**src/rtl/imem_loader.sv**
```systemverilog
// Boot-time instruction-memory loader: byte stream in, little-endian words out,
// trailing 8-bit checksum, and core reset release once the image is good.
module imem_loader #(
    parameter int unsigned ADDR_WIDTH = 32,
    parameter int unsigned MAX_WORDS  = 32000
) (
    input  logic                  clk,
    input  logic                  rst_n,
    input  logic                  start,
    input  logic                  rx_valid,
    input  logic [7:0]            rx_data,
    output logic                  rx_ready,
    output logic                  mem_we,
    output logic [ADDR_WIDTH-1:0] mem_addr,
    output logic [31:0]           mem_wdata,
    output logic                  busy,
    output logic                  done,
    output logic                  error,
    output logic                  cpu_run,
    output logic [15:0]           words_written
);

    typedef enum logic [2:0] {
        StIdle, StHdr, StData, StWrite, StCsum, StDone, StErr
    } state_e;

    state_e                state_q, state_d;
    logic [1:0]            byte_cnt_q, byte_cnt_d;
    logic [31:0]           count_q, count_d;
    logic [31:0]           asm_q, asm_d;
    logic [7:0]            csum_q, csum_d;
    logic [15:0]           words_q, words_d;
    logic [ADDR_WIDTH-1:0] addr_q, addr_d;
    logic [31:0]           wdata_q, wdata_d;

    logic        take;
    logic [7:0]  csum_next;
    logic [31:0] hdr_next;
    logic [31:0] asm_next;
    logic [15:0] words_inc;

    // Bytes shift in from the top so the first byte ends up as the LSB.
    assign take      = rx_valid && rx_ready;
    assign csum_next = csum_q + rx_data;
    assign hdr_next  = {rx_data, count_q[31:8]};
    assign asm_next  = {rx_data, asm_q[31:8]};
    assign words_inc = words_q + 16'd1;

    always_ff @(posedge clk or negedge rst_n) begin
        if (!rst_n) begin
            state_q    <= StIdle;
            byte_cnt_q <= '0;
            count_q    <= '0;
            asm_q      <= '0;
            csum_q     <= '0;
            words_q    <= '0;
            addr_q     <= '0;
            wdata_q    <= '0;
        end else begin
            state_q    <= state_d;
            byte_cnt_q <= byte_cnt_d;
            count_q    <= count_d;
            asm_q      <= asm_d;
            csum_q     <= csum_d;
            words_q    <= words_d;
            addr_q     <= addr_d;
            wdata_q    <= wdata_d;
        end
    end

    always_comb begin
        state_d    = state_q;
        byte_cnt_d = byte_cnt_q;
        count_d    = count_q;
        asm_d      = asm_q;
        csum_d     = csum_q;
        words_d    = words_q;
        addr_d     = addr_q;
        wdata_d    = wdata_q;
        unique case (state_q)
            StIdle, StDone, StErr: begin
                if (start) begin
                    state_d    = StHdr;
                    byte_cnt_d = '0;
                    count_d    = '0;
                    asm_d      = '0;
                    csum_d     = '0;
                    words_d    = '0;
                end
            end
            StHdr: begin
                if (take) begin
                    csum_d     = csum_next;
                    count_d    = hdr_next;
                    byte_cnt_d = byte_cnt_q + 2'd1;
                    if (byte_cnt_q == 2'd3) begin
                        if (hdr_next > 32'(MAX_WORDS)) begin
                            state_d = StErr;
                        end else if (hdr_next == 32'd0) begin
                            state_d = StCsum;
                        end else begin
                            state_d = StData;
                        end
                    end
                end
            end
            StData: begin
                if (take) begin
                    csum_d     = csum_next;
                    asm_d      = asm_next;
                    byte_cnt_d = byte_cnt_q + 2'd1;
                    if (byte_cnt_q == 2'd3) begin
                        // Latch the write port now so it is stable for the whole WRITE cycle.
                        state_d = StWrite;
                        wdata_d = asm_next;
                        addr_d  = ADDR_WIDTH'({words_q, 2'b00});
                    end
                end
            end
            StWrite: begin
                words_d = words_inc;
                state_d = ({16'd0, words_inc} == count_q) ? StCsum : StData;
            end
            StCsum: begin
                if (take) begin
                    csum_d  = csum_next;
                    state_d = (csum_next == 8'd0) ? StDone : StErr;
                end
            end
            default: state_d = StIdle;
        endcase
    end

    always_comb begin
        rx_ready      = (state_q == StHdr) || (state_q == StData) || (state_q == StCsum);
        mem_we        = (state_q == StWrite);
        busy          = (state_q == StHdr) || (state_q == StData) ||
                        (state_q == StWrite) || (state_q == StCsum);
        done          = (state_q == StDone);
        error         = (state_q == StErr);
        cpu_run       = (state_q == StDone);
        words_written = words_q;
        mem_addr      = addr_q;
        mem_wdata     = wdata_q;
    end

endmodule

```
**config.mk**
```make
export PLATFORM = sky130hd
export DESIGN_NAME = imem_loader
export DESIGN_NICKNAME = d
export VERILOG_FILES = /design/src/rtl/imem_loader.sv
export SDC_FILE = /design/constraint.sdc
export NUM_CORES = 1
export LEC_CHECK = 0
export ABC_AREA = 1
export BUFFER_PORTS_ARGS = -buffer_cell sky130_fd_sc_hd__buf_2
export CELL_PAD_IN_SITES_DETAIL_PLACEMENT = 1
export CELL_PAD_IN_SITES_GLOBAL_PLACEMENT = 2
export CORE_MARGIN = 2
export CORE_UTILIZATION = 34
export DETAILED_ROUTE_END_ITERATION = 12
export PLACE_DENSITY_LB_ADDON = 0.15
export SLEW_MARGIN = 30
export SYNTH_ARGS = -nofsm -noshare
export SYNTH_HDL_FRONTEND = slang
export SYNTH_SLANG_ARGS = --single-unit
```
**constraint.sdc**
```tcl
create_clock -name clk -period 2.4 [get_ports clk]
set_input_delay 0 -clock clk [delete_from_list [all_inputs] [get_ports clk]]
set_output_delay 0 -clock clk [all_outputs]
set_load 0.02 [all_outputs]
```
==> results of run 1 <==
## per-layer routing
metal  vias to the layer above  GRT usage, %
li1                       2726             -
met1                      2778          27.3
met2                       116          32.5
met3                        22          3.73
met4                         0          6.10
met5                         -             0
## synthesized netlist by cell type
master and count:
a211oi_2 1, a21oi_1 8, a31oi_4 1, and2_1 1, buf_2 8, buf_4 18
buf_6 1, clkbuf_1 18, clkinv_1 1, clkinv_2 1, conb_1 1, dfrtp_1 133
fa_1 1, ha_1 9, inv_1 101, inv_2 5, mux2_1 1, mux2_4 7
nand2_1 147, nand2_2 3, nand3_1 103, nand3_4 1, nand3b_1 2, nand4_1 15
nor2_1 40, nor2_2 1, nor3_1 2, nor3_4 1, nor4_1 4, o211ai_1 1
o21a_1 2, o21ai_0 95, o21ai_1 24, o22ai_1 12, or2_2 2, xnor2_1 2
xnor3_1 1, xor2_1 5
## power groups by stage
stage	logic [mW]	registers, mW	clock network [mW]
2_1_floorplan	1.99	2.97	0
3_3_place_gp	3.08	2.89	0
3_5_place_dp	3.15	2.91	0
4_1_cts	3.18	2.87	2.79
5_1_grt	3.51	2.92	2.89
6_report	3.16	2.87	2.73
## per-stage QoR
step           util, %  instance area [um2]  hold slack (ns)  cells  setup slack (ns)
2_1_floorplan        -                 6590           -0.296    794             0.341
3_3_place_gp      38.5                 7230           0.0485   1083             0.228
3_5_place_dp      38.5                 7230           0.0598   1083             0.210
4_1_cts           42.4                 7950            0.142   1125             0.198
5_1_grt           42.4                 7960            0.196   1125            0.0323
6_report          42.4                 7960            0.130   1125             0.264
## placed cells by master (no fill, tap or decap), types with 7 or more instances in the layout
cell | netlist | routed
o21ai_0 | 95 | 94
nand4_1 | 15 | 15
buf_4 | 18 | 14
clkbuf_16 | 0 | 17
dfrtp_1 | 133 | 132
a21oi_1 | 8 | 8
buf_2 | 8 | 80
dlygate4sd3_1 | 0 | 10
nor2_1 | 40 | 38
o21ai_1 | 24 | 25
mux2_4 | 7 | 7
conb_1 | 1 | 16
nand3_1 | 103 | 103
ha_1 | 9 | 9
inv_1 | 101 | 101
o22ai_1 | 12 | 12
nand2_1 | 147 | 147
## cell type report
cell class / count / area [um2] / share of cell area [%]
Clock buffer: 19 / 443 / 5.56
Clock inverter: 13 / 173 / 2.17
Inverter: 108 / 407 / 5.11
Multi-Input combinational cell: 508 / 2610 / 32.8
Sequential cell: 133 / 3330 / 41.8
Tap cell: 234 / 293 / 3.68
Timing Repair Buffer: 110 / 708 / 8.89
## path summary, 6_finish.rpt
| check | to | slack, ns | cells past startpoint |
|---|---|---|---|
| worst max register to register | mem_addr[15] | 0.26 | 13 |
| worst min-delay path | mem_addr[14] | 0.13 | 2 |
| worst min register to register | mem_wdata[2] | 0.48 | 2 |
| min in group clk | csum_q[5] | 0.16 | 6 |
| worst max-delay path | mem_addr[15] | 0.26 | 13 |
| max in group asynchronous | mem_wdata[17] | 1.46 | 3 |
## registers in the layout (all words and copies together), names as in the netlist
register / cells
count_q: 32
csum_q: 8
mem_wdata: 32
mem_addr: 16
words_written: 16
byte_cnt_q: 2
asm_q: 24
state_q: 3
## logic make-up (layout without fill, tap and decap cells)
kind of cell             after synthesis  after routing  share of synthesized area (%)
AND/OR/NAND/NOR                      322            322                           22.0
buffers and inverters                153            250                           10.1
AO/OA/AOI/OAI                        144            144                           11.7
flip-flops                           133            133                           51.0
adder cells (fa/ha/maj)               10             10                           2.03
XOR/XNOR                               8              8                           1.28
multiplexers                           8              8                           1.78
other                                  1             16                         0.0574
## critical path: stages (launching register included)
cell and delay (ns):
dfrtp_1 0.44, inv_2 0.12, nand2_2 0.10, nor2_2 0.13, inv_2 0.06, nand2_2 0.08, nor2_1 0.07, clkinv_2 0.09
nand2_2 0.10, inv_2 0.14, nand3_4 0.22, buf_12 0.27, nand2_1 0.09, o21ai_0 0.07
## repair_timing
action                     in CTS  in global routing
setup endpoints to repair       0                  4
hold endpoints to repair       90                  0
resized for setup               0                  5
hold buffers                   10                  0
==> results.json, run 1 <==
{
  "place_congestion": 0.871,
  "drt_iter0_drc": 287,
  "cts_buffers": 17,
  "drv_slew": 0,
  "antenna_found_initial": 0,
  "syn_area_um2": 6530,
  "dpl.hpwl_um": 13800,
  "io_buffers": 81,
  "setup_violations": 0,
  "dieArea_um2": 20300,
  "crit_required_ns": 2.70,
  "wl_um": 19600,
  "peakVddDrop_mv": 1.07,
  "fin_nets": 900,
  "fin_crit_ns": 2.14,
  "num_vias": 5642,
  "maxSlewHeadroom_pct": 54.8,
  "power.share.sequential_pct": 32.8,
  "num_io_pins": 98,
  "dr_wl_met3_um": 627,
  "finalCritPeriodShare_pct": 89.0,
  "viasPerCell": 5.02,
  "worstPathArrival_ns": 2.43,
  "yosys.area.top_type": "dfrtp_1",
  "path_max_fanout": 56,
  "hold_class": "input pin to async pin",
  "path_class": "flop to flop",
  "post_cts_buffers": 0,
  "power.total_mw": 8.76,
  "die_w_um": 143,
  "ys_seq_area_share_pct": 51.0,
  "cts_tree": "built",
  "synth-seq-cells": 133,
  "netSwitchingPower_mw": 3.50,
  "wl_met1_um": 9440,
  "antennaDiodeCount": 0,
  "p_int_mw": 5.26,
  "clkPwrFrac_pct": 31.2,
  "h-tree-depth": 4,
  "dr.max_layer_used": "met4",
  "cts_sinks": 133,
  "switching_share_pct": 40.0,
  "power_frac_comb_pct": 36.0,
  "critPathCaptureType": "flop",
  "hold_violations": 0,
  "worstMarginPinSlew_ns": 0.678,
  "fill_cells": 2279,
  "grt_pass1_wl_um": 31500,
  "syn_inst": 779,
  "clock_path_buffers": 2,
  "die_h_um": 143,
  "power.density_nw_per_um2": 1100,
  "crit_start": "state_q[1]",
  "avgSynthCellArea_um2": 8.38,
  "drive_gt1_share_pct": 17.7,
  "wl_met2_um": 9250,
  "tns_ns": 0,
  "synthDominantCellAreaShare_pct": 51.0,
  "grt_pass1_vias": 5868,
  "wl_per_cell_um": 17.4,
  "cp-start-kind": "flop",
  "gr-total-overflow": 0,
  "grt_max_degree": 66,
  "timing.fmax_mhz": 468,
  "reg2reg_from": "state_q[1]",
  "cap_violations": 0,
  "rows": 50,
  "grt_use_total_pct": 20.0,
  "drc_errors": 0,
  "start_util_pct": 34.8,
  "antenna_left": 0,
  "status": "finished clean",
  "rsz0062_at_grt": "false",
  "cts_root_buffer": "clkbuf_16",
  "clk_latency_ns": 0.42,
  "first_pass_iters": 5,
  "fp.coreArea_um2": 18800,
  "p_leak_nw": 3.90,
  "synthTopCellsByArea": "dfrtp_1 51%, nand2_1 8.4%, nand3_1 7.9%",
  "syn_to_final_growth_pct": 21.9,
  "fin_skew_ns": 0.00904,
  "synthDistinctLibCells": 38,
  "clk_pin_slew_worst_paths_ns": 0.06,
  "ys.warnings.count": 0
}
Power figures use the tool's default switching activity.
==> run 2: changes to the inputs <==
==> constraint.sdc (replaced) <==
create_clock -name clk -period 2.2 [get_ports clk]
set_input_delay 0 -clock clk [delete_from_list [all_inputs] [get_ports clk]]
set_output_delay 0 -clock clk [all_outputs]
set_load 0.02 [all_outputs]
==> results.json, run 2 (same netlist as run 1, synthesis figures left out) <==
{
  "path_class": "flop to flop",
  "worstMarginPinSlew_ns": 0.620,
  "num_io_pins": 98,
  "wl_um": 19400,
  "syn_to_final_growth_pct": 25.3,
  "worstPathArrival_ns": 2.39,
  "setup_violations": 0,
  "wl_per_cell_um": 17.0,
  "switching_share_pct": 39.4,
  "grt_use_total_pct": 19.8,
  "die_h_um": 143,
  "clock_path_buffers": 2,
  "antenna_left": 0,
  "grt_pass1_vias": 5857,
  "hold_path_depth": 5,
  "drive_gt1_share_pct": 21.1,
  "start_util_pct": 34.8,
  "fp.coreArea_um2": 18800,
  "netSwitchingPower_mw": 3.88,
  "maxSlewHeadroom_pct": 58.6,
  "hold_violations": 0,
  "antennaDiodeCount": 0,
  "finalCritPeriodShare_pct": 95.2,
  "fin_nets": 919,
  "rows": 50,
  "cts_root_buffer": "clkbuf_16",
  "timing.hold.ws_ns": 0.0315,
  "reg2reg_from": "state_q[0]",
  "power.total_mw": 9.86,
  "crit_family": "compound AO/OA/AOI/OAI gates",
  "fill_cells": 2254,
  "power.share.sequential_pct": 32.0,
  "r2r_slack_ns": 0.11,
  "place_congestion": 0.860,
  "drt_iter0_drc": 289,
  "critPathBufInv": 4,
  "layout_setup_ws_ns": 0.107,
  "clkPwrFrac_pct": 29.5,
  "power_frac_comb_pct": 38.5,
  "holdPathEnd": "csum_q[0]",
  "globalRouteMet1Util_pct": 26.8,
  "clk_pin_slew_worst_paths_ns": 0.06,
  "grt_util_met3_pct": 4.78,
  "grtUsageMet2_pct": 31.0,
  "antenna_found_initial": 0,
  "clk_latency_ns": 0.43,
  "cp_cell_sequence": "inv_1, nand3_1, o211ai_1, nand2_1, inv_2, nor2_1, inv_1, a31oi_4, clkbuf_16, o21ai_0",
  "hold_path.startpoint": "rx_valid",
  "fin_skew_ns": 0.00536,
  "multi_input_area_um2": 2640,
  "first_pass_iters": 4,
  "crit_top_cell": "inv_1",
  "regArea_um2": 3340,
  "viasPerCell": 5.02,
  "post-place-ws_ns": -0.0221,
  "tns_ns": 0,
  "cap_violations": 0,
  "r2r_cells": 10,
  "cp-start-kind": "flop",
  "layout_common_cells": "145 x nand2_1, 125 x dfrtp_1, 103 x nand3_1",
  "cts_sinks": 133,
  "gr-total-overflow": 0,
  "p_int_mw": 5.98,
  "status": "finished clean",
  "io_buffers": 81,
  "postPlaceCellArea_um2": 7360,
  "max_stage_delay_ns": 0.44,
  "cts_buffers": 17,
  "grt_max_degree": 65,
  "p_leak_nw": 3.98,
  "path_max_fanout": 32,
  "finalInstanceArea_um2": 8180,
  "dpl.hpwl_um": 13900,
  "top_usage_layer": "met2",
  "hold_class": "input pin to flop",
  "timing.fmax_mhz": 478,
  "die_w_um": 143,
  "r2r_end": "count_q[25]",
  "h-tree-depth": 4,
  "fin_crit_ns": 2.09,
  "power.density_nw_per_um2": 1200,
  "grt_pass1_wl_um": 31100,
  "final_common_cell": "nand2_1",
  "drc_errors": 0,
  "num_vias": 5737,
  "rsz0062_at_grt": "true",
  "critPathCaptureType": "flop",
  "peakVddDrop_mv": 0.795,
  "drv_slew": 0,
  "crit_slowest_cell": "dfrtp_2",
  "cts_tree": "built",
  "dieArea_um2": 20300,
  "crit_required_ns": 2.50
}
==> run 2: routing by layer <==
metal | up-vias | share of wire [%]
li1 | 2772 | -
met3 | 31 | 3.8
met1 | 2824 | 48
met4 | 0 | 2.4
met5 | - | 0
met2 | 110 | 46
==> run 2: per-stage QoR <==
stage	instances	utilization [%]
floorplan	794	-
global placement	1098	39.2
detailed placement	1098	39.2
CTS	1138	42.9
global route	1143	43.6
finish	1143	43.6
==> run 2: worst max-delay path by stage <==
stage,start,to,depth (start not counted)
floorplan,state_q[2],mem_wdata[31],11
global placement,words_written[3],state_q[1],14
detailed placement,state_q[0],byte_cnt_q[0],8
CTS,state_q[2],mem_addr[9],10
global route,words_written[0],state_q[1],17
finish,state_q[0],count_q[25],10
==> run 2: worst reg2reg max path: cells and delay by family, from the launching register on <==
family                 cells  cell delay (ns)
buffers and inverters      4             0.52
DFF                        1             0.44
AOI/OAI and AO/OA          3             0.60
and+or+nand+nor            3             0.39
==> run 2: area by class of cell <==
| type | instances | share of cell area (%) |
|---|---|---|
| clock buffers | 19 | 5.41 |
| clock inverters | 12 | 1.90 |
| inverters | 108 | 4.97 |
| multi-input cells | 508 | 32.3 |
| flip-flops and latches | 133 | 40.8 |
| well taps | 234 | 3.58 |
| repair buffers | 129 | 11.1 |
==> run 2: power by group through the flow <==
stage / Clock, mW / Sequential, mW / Combinational, mW
floorplan: 0 / 3.24 / 2.17
global placement: 0 / 3.15 / 3.40
detailed placement: 0 / 3.17 / 3.49
CTS: 2.97 / 3.14 / 3.52
global route: 3.08 / 3.21 / 4.21
finish: 2.91 / 3.15 / 3.80
==> run 2: what timing repair did <==
| action | 4_1_cts | 5_1_grt |
|---|---|---|
| gates cloned | 0 | 2 |
| pin swaps | 0 | 3 |
| endpoints found under the setup margin | 1 | 92 |
| hold endpoints to repair | 84 | 0 |
| resized for setup | 1 | 22 |
| hold buffers | 9 | 0 |
| buffers inserted | 0 | 3 |
